$ cat src/rtl/eth_txc_pkg.sv
// ============================================================================
// eth_txc_pkg : shared types and helpers for the RGMII/GMII TX clock-enable
//               generator (mode encoding, per-mode timing, width check).
// Revision    : 1.0
// ============================================================================
`default_nettype none

package eth_txc_pkg;

  typedef enum logic [1:0] {
    MODE_1G   = 2'd0,
    MODE_100M = 2'd1,
    MODE_10M  = 2'd2
  } mode_t;

  typedef struct packed {
    logic [31:0] period;
    logic [31:0] edge1;
    logic [31:0] edge2;
  } mode_timing_t;

  // 1G has a period of one cycle; its edge values are never consulted.
  function automatic mode_timing_t mode_timing(
    input mode_t m,
    input int    div_100,
    input int    div_10,
    input int    edge1_100,
    input int    edge2_100,
    input int    edge1_10,
    input int    edge2_10
  );
    mode_timing_t t;
    t.period = 32'd1;
    t.edge1  = '1;
    t.edge2  = '1;
    case (m)
      MODE_100M: begin
        t.period = 32'(div_100);
        t.edge1  = 32'(edge1_100);
        t.edge2  = 32'(edge2_100);
      end
      MODE_10M: begin
        t.period = 32'(div_10);
        t.edge1  = 32'(edge1_10);
        t.edge2  = 32'(edge2_10);
      end
      default: ;
    endcase
    return t;
  endfunction

  function automatic mode_t decode_mode(
    input logic speed_10_100,
    input logic speed_100
  );
    mode_t m;
    if (!speed_10_100)  m = MODE_1G;
    else if (speed_100) m = MODE_100M;
    else                m = MODE_10M;
    return m;
  endfunction

  function automatic bit cnt_w_fits(input int cnt_w, input int div_10);
    return (longint'(1) << cnt_w) >= longint'(div_10);
  endfunction

endpackage : eth_txc_pkg

`default_nettype wire

$ cat src/rtl/eth_speed_sync.sv
// ============================================================================
// eth_speed_sync : two-flop synchroniser for the speed select inputs.
// Revision       : 1.0
// ============================================================================
`default_nettype none

module eth_speed_sync #(
  parameter int WIDTH = 2
) (
  input  logic             clk,
  input  logic             reset_n,
  input  logic [WIDTH-1:0] async_in,
  output logic [WIDTH-1:0] sync_out
);

  logic [WIDTH-1:0] meta;

  always_ff @(posedge clk or negedge reset_n) begin
    if (!reset_n) begin
      meta     <= '0;
      sync_out <= '0;
    end else begin
      meta     <= async_in;
      sync_out <= meta;
    end
  end

endmodule : eth_speed_sync

`default_nettype wire

$ cat src/rtl/eth_txc_en_gen_p.sv
// ============================================================================
// eth_txc_en_gen_p : period-aligned GMII / client / RGMII-ODDR enables for
//                    1000/100/10 Mbps from one 125 MHz clock.
//                    Optional macro ETH_TXC_SPEED_SYNC_EN adds input syncs.
// Revision         : 1.0
// ============================================================================
`default_nettype none

module eth_txc_en_gen_p
  import eth_txc_pkg::*;
#(
  parameter int CNT_W      = 8,
  parameter int DIV_100    = 5,
  parameter int DIV_10     = 50,
  parameter int EDGE1_100  = 1,
  parameter int EDGE2_100  = 2,
  parameter int EDGE1_10   = 23,
  parameter int EDGE2_10   = 24,
  parameter int CLIENT_DIV = 2
) (
  input  logic       clk,
  input  logic       reset_n,
  input  logic       speed_10_100,
  input  logic       speed_100,
  output logic       gmii_txc_en,
  output logic       client_txc_en,
  output logic       rgmii_txc_en,
  output logic       rgmii_txc_en_shift,
  output logic [1:0] mode,
  output logic       mode_switch
);

  localparam int CLI_W = (CLIENT_DIV > 1) ? $clog2(CLIENT_DIV) : 1;
  localparam logic [CLI_W-1:0] CLI_LAST = CLI_W'(CLIENT_DIV - 1);

  if (!cnt_w_fits(CNT_W, DIV_10) || DIV_100 < 3 || DIV_10 < 3 || CLIENT_DIV < 1)
  begin : g_param_check
    $error("eth_txc_en_gen_p: illegal parameter combination");
  end

  logic [1:0]       speed_raw;
  logic [1:0]       speed_dec;
  mode_t            mode_req;
  mode_t            cur_mode;
  mode_timing_t     timing;
  logic [CNT_W-1:0] counter;
  logic [31:0]      cnt_ext;
  logic [CLI_W-1:0] client_cnt;
  logic             tick;
  logic             en_int;
  logic             shift_int;

  assign speed_raw = {speed_10_100, speed_100};

`ifdef ETH_TXC_SPEED_SYNC_EN
  eth_speed_sync #(
    .WIDTH    (2)
  ) u_speed_sync (
    .clk      (clk),
    .reset_n  (reset_n),
    .async_in (speed_raw),
    .sync_out (speed_dec)
  );
`else
  assign speed_dec = speed_raw;
`endif

  assign mode_req = decode_mode(speed_dec[1], speed_dec[0]);
  assign timing   = mode_timing(cur_mode, DIV_100, DIV_10,
                                EDGE1_100, EDGE2_100, EDGE1_10, EDGE2_10);
  assign cnt_ext  = 32'(counter);

  // The 1G period is one cycle, so the counter sits at 0 and tick stays high.
  assign tick = (cnt_ext == timing.period - 32'd1);
  assign mode = cur_mode;

  always_ff @(posedge clk or negedge reset_n) begin
    if (!reset_n) begin
      cur_mode    <= MODE_1G;
      counter     <= '0;
      client_cnt  <= '0;
      mode_switch <= 1'b0;
    end else if (tick && (mode_req != cur_mode)) begin
      cur_mode    <= mode_req;
      counter     <= '0;
      client_cnt  <= '0;
      mode_switch <= 1'b1;
    end else begin
      mode_switch <= 1'b0;
      if (tick) begin
        counter    <= '0;
        client_cnt <= (client_cnt == CLI_LAST) ? '0 : client_cnt + CLI_W'(1);
      end else begin
        counter    <= counter + CNT_W'(1);
      end
    end
  end

  always_ff @(posedge clk or negedge reset_n) begin
    if (!reset_n) begin
      gmii_txc_en        <= 1'b0;
      client_txc_en      <= 1'b0;
      en_int             <= 1'b0;
      shift_int          <= 1'b0;
      rgmii_txc_en       <= 1'b0;
      rgmii_txc_en_shift <= 1'b0;
    end else begin
      gmii_txc_en        <= tick;
      client_txc_en      <= (cur_mode == MODE_1G) || (tick && (client_cnt == '0));
      rgmii_txc_en       <= en_int;
      rgmii_txc_en_shift <= shift_int;
      // Edge values at or beyond the period never match, so that enable stays high.
      if (cur_mode == MODE_1G) begin
        en_int    <= 1'b0;
        shift_int <= 1'b1;
      end else if (tick) begin
        en_int    <= 1'b1;
        shift_int <= 1'b1;
      end else if (cnt_ext == timing.edge1) begin
        en_int    <= 1'b0;
      end else if (cnt_ext == timing.edge2) begin
        shift_int <= 1'b0;
      end
    end
  end

endmodule : eth_txc_en_gen_p

`default_nettype wire

$ cat config.mk
export PLATFORM = sky130hd
export DESIGN_NAME = eth_txc_en_gen_p
export DESIGN_NICKNAME = d
export VERILOG_FILES = /design/src/rtl/eth_txc_pkg.sv /design/src/rtl/eth_speed_sync.sv /design/src/rtl/eth_txc_en_gen_p.sv
export SDC_FILE = /design/constraint.sdc
export NUM_CORES = 1
export LEC_CHECK = 0
export BUFFER_PORTS_ARGS = -buffer_cell sky130_fd_sc_hd__buf_2
export CORE_UTILIZATION = 45
export DETAILED_ROUTE_END_ITERATION = 10
export PLACE_DENSITY = 0.62
export RECOVER_POWER = 100
export SETUP_SLACK_MARGIN = 0.4
export SYNTH_ARGS = -nofsm -noshare
export SYNTH_HDL_FRONTEND = slang
export SYNTH_SLANG_ARGS = --single-unit
export TNS_END_PERCENT = 10
$ cat constraint.sdc
create_clock -name clk -period 4.02 [get_ports clk]
set_input_delay 0.402 -clock clk [delete_from_list [all_inputs] [get_ports clk]]
set_output_delay 0.402 -clock clk [all_outputs]
set_load 0.01 [all_outputs]
## Word-level counts from Yosys, hierarchy flattened

Index checks and enable logic that the tools add are counted.

- Output and inout bits: 7
- Logic and storage cells: 45
- Bits in registers: 18

- Muxes and demuxes: 16
- Reduce and logical (&&, ||, !) cells: 8
- Add/subtract/negate cells: 3
- Eq/ne operators: 7
- Bitwise logic cells: 1

Operators by type and width:

| cell | count |
|---|---|
| 70-bit one-hot mux with 2 select lines | 1 |
| 8-bit by 32-bit == test with 1-bit output | 3 |
| 32-bit by 1-bit subtractor with 32-bit output (second input constant) | 1 |
| 8-bit 2-to-1 mux | 2 |
| 1-bit 2-to-1 mux | 11 |
| 8-bit by 1-bit adder with 8-bit output (second input constant) | 1 |
| 3-bit nonzero test | 2 |
| 2-bit 2-to-1 mux | 2 |
| 3-bit inequality test (second input constant) | 1 |
| 2-bit by 1-bit == test with 1-bit output (second input constant) | 1 |
| 2-bit == test (second input constant) | 1 |
| 1-bit logical AND | 2 |
| 2-bit zero test | 1 |
| 2-bit inequality test | 1 |
| 2-bit AND reduction | 1 |
| 2-bit nonzero test | 1 |
| 1-bit adder (second input constant) | 1 |
| 1-bit logical OR | 1 |
| 1-bit NOT | 1 |

## Depth between registers and ports, before layout

- Depth in word-level cells: 7
- Gate-level depth with buffers: 7
- Gate-level depth less buffers: 6

## Worst setup path before layout

OpenSTA, ideal clock, no wires.

- Path type: register -> register
- Start point: register cur_mode[1] (netlist: mode[1])
- End point: register client_cnt
- Required time: 3893 ps
- Cell stages (with the launch flop): 7
- Arrival time: 1933 ps
- Slack: 1960 ps
- Clock period less this slack: 2060 ps
- Cells stage by stage: dfrtp_1 > inv_1 > ha_1 > xor2_1 > or4_1 > a221oi_2 > mux2_1

- Cells in the longest elaborated chain, start to end: 6
- Elaborated cells on any way between the ends: 9
- Those cells by class: add/sub (1); eq/ne (4); mux (2); reduce/logical (2)

Ends and longest elaborated chain:

| element | RTL line | source |
|---|---|---|
| from (decl) | eth_txc_en_gen_p.sv:44 | `mode_t cur_mode;` |
| from (signal assigned) | eth_txc_en_gen_p.sv:84 | `cur_mode <= mode_req;` |
| 2-bit == test / 2-bit by 1-bit == test with 1-bit output (equally long branches) | eth_txc_pkg.sv:36 | `case (m)` |
| 70-bit one-hot mux with 2 select lines | eth_txc_pkg.sv:36 |  |
| 32-bit by 1-bit subtractor with 32-bit output | eth_txc_en_gen_p.sv:74 | `assign tick = (cnt_ext == timing.period - 32'd1);` |
| 8-bit by 32-bit == test with 1-bit output | eth_txc_en_gen_p.sv:74 |  |
| 1-bit logical AND | eth_txc_en_gen_p.sv:83 | `end else if (tick && (mode_req != cur_mode)) begin` |
| 1-bit 2-to-1 mux / 2-bit nonzero test (equally long branches) | - |  |
| to (signal assigned) | eth_txc_en_gen_p.sv:92 | `client_cnt <= (client_cnt == CLI_LAST) ? '0 : client_cnt + CLI_W'(1);` |
| to (decl) | eth_txc_en_gen_p.sv:48 | `logic [CLI_W-1:0] client_cnt;` |

Several ways; a longest one is shown, not always the timed one.
A chain may end at the register's enable or synchronous reset.

## Worst setup path after layout

Same ends and word-level chain as after synthesis.

==> summary.md <==
| Metric | Value |
|---|---|
| Avg Inst Size Synth | around 11 um^2 |
| Layout Nets | approximately 110 |
| First-pass GRT wire length | between 2000 and 2500 um |
| Postcts setup bufs | 0 |
| Worst-path clk slew | 0.10 ns |
| CTS tree | built |
| Nature of the critical path startpoint | register |
| Initial Util | a little under 50% |
| CP delay by family, top | compound AO/OA/AOI/OAI gates |
| Drc violations | 0 |
| Internal power | 421 uW |
| R2R setup slack | between 0.9 and 1 ns |
| Status | complete, but fails checks |
| Drt pass-1 iters | 4 |
| GRT Overall Usage | roughly 17% |
| Mapped Cells | 86 |
| Mux cell area share after synthesis | about 3.3% |
| Buf+Inv Stages, Crit Path | 1 |
| Pwr dens | a little under 700 mW/mm^2 |
| PortBufs | 10 |
| Peak Freq | 322 MHz |
| DP Wirelength | between 1000 and 1500 um |
| Peak supply drop | roughly 0.00031 V |
| Failing checks | slew limit |
| Leak | roughly 0.46 nW |
| Die Y | around 48 um |
| Worst Path Arrival | around 3.3 ns |
| Largest net degree at the start of global routing | 19 |
| TritonCTS buffer count | 3 |
| Die width | roughly 48 um |
| Biggest register | counter |
| Ant diodes | 0 |
| Relative slew slack | -12.4% |
| Worst R2R End | client_cnt |
| Post-Synth Simple-Gate Area | a little over a fifth |
| Worst-Skew Late Latency | ~0.30 ns |
| Core Region | 0.00196 mm^2 |
| Root buffer cell | clkbuf_4 |
| Hold Buf Count CTS | 0 |
| Largest family of logic cells by synthesized area | simple AND/OR/NAND/NOR gates |
| Crit Path Max Fanout | 14 |
| CTS Buffer Depth | 2 |
| CP endpoint kind | register |
| Synth Area in Compound Gates | 8.59% |
| I/O pin count | 11 |
| Combinational power share | between 30% and 40% |
| Via-per-instance ratio | ~5.2 |
| Iteration-0 DRC Markers | 6 |
| Vias in the first global route | between 500 and 600 |
| Post-CTS Resized | 0 |
| Commonest non-fill, non-tap cell in the layout | dfrtp_1 |
| P_sw | roughly 280 uW |
| Worst Reg2Reg Path Length in Cells | 6 |
| Final hold violations | 0 |
| Setup total negative slack | 0 ns |
| Layout Utilization | between 50% and 60% |
| Share of the yosys chip area belonging to registers | 47.6% |
| Antenna viol nets, final | 0 |
| Global placement routability congestion | a little over 0.8 |
| Slew @ Worst Pin | roughly 1.7 ns |
| Mean routed wirelength per cell | roughly 13 um |
| # H-tree levels | 1 |
| Initial antenna violation count | 0 |
| Critical-path top delay cell | a221oi_1 |
| Global route total overflow | 0 |
| CP peak stage delay | between 1 and 1.5 ns |
| Power share of the clock group | 16.3% |
| Flops & latches, synth | 18 |
| Most frequent cells in the layout | 18 x dfrtp_1, 8 x clkbuf_1, 7 x nor2_1 |
| Synth Cell Area | about 950 um^2 |
| Post-synth net total | 96 |
| Period utilization | 77.2% |
| Syn. warnings | 0 |
| Max reg flops | 8 |
| Library cells used by synthesis | 35 |
| Worst-path cell chain | inv_1, ha_1, xor2_1, or4_1, a221oi_1, mux2_1 |
| Min-Delay Path Class | input port to asynchronous set/reset pin |
| CP required | between 4 and 5 ns |
| CP Class | register to register |
| DIE AREA | between 0.002 and 0.0025 mm^2 |
| Post-Synth XOR/XNOR Area | 6.47% |
| RR Startpoint | mode[1] |
| Switching portion of total power | 39.8% |
| Synth Area in Adders | under 10% |
| Layout area overhead | 7.66% |
| Min cycle time layout | roughly 3.1 ns |
| Hold WS | slightly above 0.2 ns |
| Sink Count | 18 |
| Register share of total power | approximately 45% |
| Pins Over Slew Limit | 14 |
| Detailed Route WL | roughly 1600 um |
| Clock Skew | roughly 0.0042 ns |
| # rows | 16 |
| Vias | approximately 650 |
| Layout cells sized above 1 | roughly 7.3% |
| MaxCap Viol Count | 0 |
| RSZ-0062 raised after global routing | no |
| Setup-failing EPs final | 0 |
| Total Power | between 700 and 800 uW |
## cell usage after synthesis
cell	count	area (um^2)
or3_1	1	6.26
nand2_1	1	3.75
buf_2	1	5.00
a21oi_1	1	5.00
and3_1	3	18.8
xor2_1	5	43.8
nand2b_1	1	6.26
o41a_1	1	11.3
nor4b_1	2	17.5
xnor2_1	2	17.5
nand3_1	4	20.0
o21a_1	1	7.51
mux2i_1	2	20.0
nand3b_1	1	7.51
o2111ai_1	1	8.76
mux2_1	1	11.3
nor3b_1	1	7.51
nor2_1	7	26.3
and4b_1	1	10.0
nor4bb_1	1	10.0
clkbuf_1	1	3.75
buf_6	2	22.5
a221oi_2	1	15.0
and2b_1	1	7.51
and2_1	2	12.5
ha_1	6	75.1
a21o_1	1	7.51
inv_1	4	15.0
nor2b_1	4	25.0
o21ai_0	2	10.0
a31oi_1	1	6.26
o21ba_2	1	10.0
dfrtp_1	18	450
nor3_1	3	15.0
or4_1	1	7.51
## power groups by stage
stage	registers [mW]	logic (mW)	clock network, mW
2_1_floorplan	0.293	0.261	0
3_3_place_gp	0.317	0.283	0
3_5_place_dp	0.318	0.286	0
4_1_cts	0.314	0.287	0.116
5_1_grt	0.328	0.314	0.124
6_report	0.315	0.271	0.114
## layer usage
| layer | GRT usage [%] | vias to the layer above | part of all wire, % |
|---|---|---|---|
| met5 | 0 | - | 0 |
| met4 | 9.44 | 0 | 2.5 |
| met3 | 6.42 | 4 | 3.9 |
| met2 | 23.0 | 11 | 43 |
| met1 | 21.9 | 311 | 50 |
| li1 | - | 319 | - |
## kinds of logic after synthesis
logic type	count (synthesis)
AO/OA/AOI/OAI	10
XOR/XNOR	7
adder cells (fa/ha/maj)	6
buffers and inverters	8
flip-flops	18
multiplexers	3
AND/OR/NAND/NOR	34
## worst max path at each step
| stage | start | end | slack [ns] | cells after the start |
|---|---|---|---|---|
| finish | mode[1] | client_cnt | 0.92 | 6 |
| global placement | mode[1] | client_cnt | 1.53 | 6 |
| CTS | mode[1] | client_cnt | 1.43 | 6 |
| floorplan | mode[1] | client_cnt | 1.96 | 6 |
| detailed placement | mode[1] | client_cnt | 1.45 | 6 |
| global route | mode[1] | client_cnt | 0.69 | 6 |
## through the flow
stage,instance area [um^2],std cells,worst slack [ns]
floorplan,947,86,1.96
global placement,1000,119,1.53
detailed placement,1000,119,1.45
CTS,1040,123,1.43
global route,1020,123,0.692
finish,1020,123,0.917
## layout make-up
type	instances	area (um^2)
clock buffers	4	36.3
repair buffers	10	40.0
fillers	209	942
multi-input cells	60	444
inverters	4	15.0
well taps	27	33.8
flip-flops and latches	18	450
(Power assumes the default switching activity.)
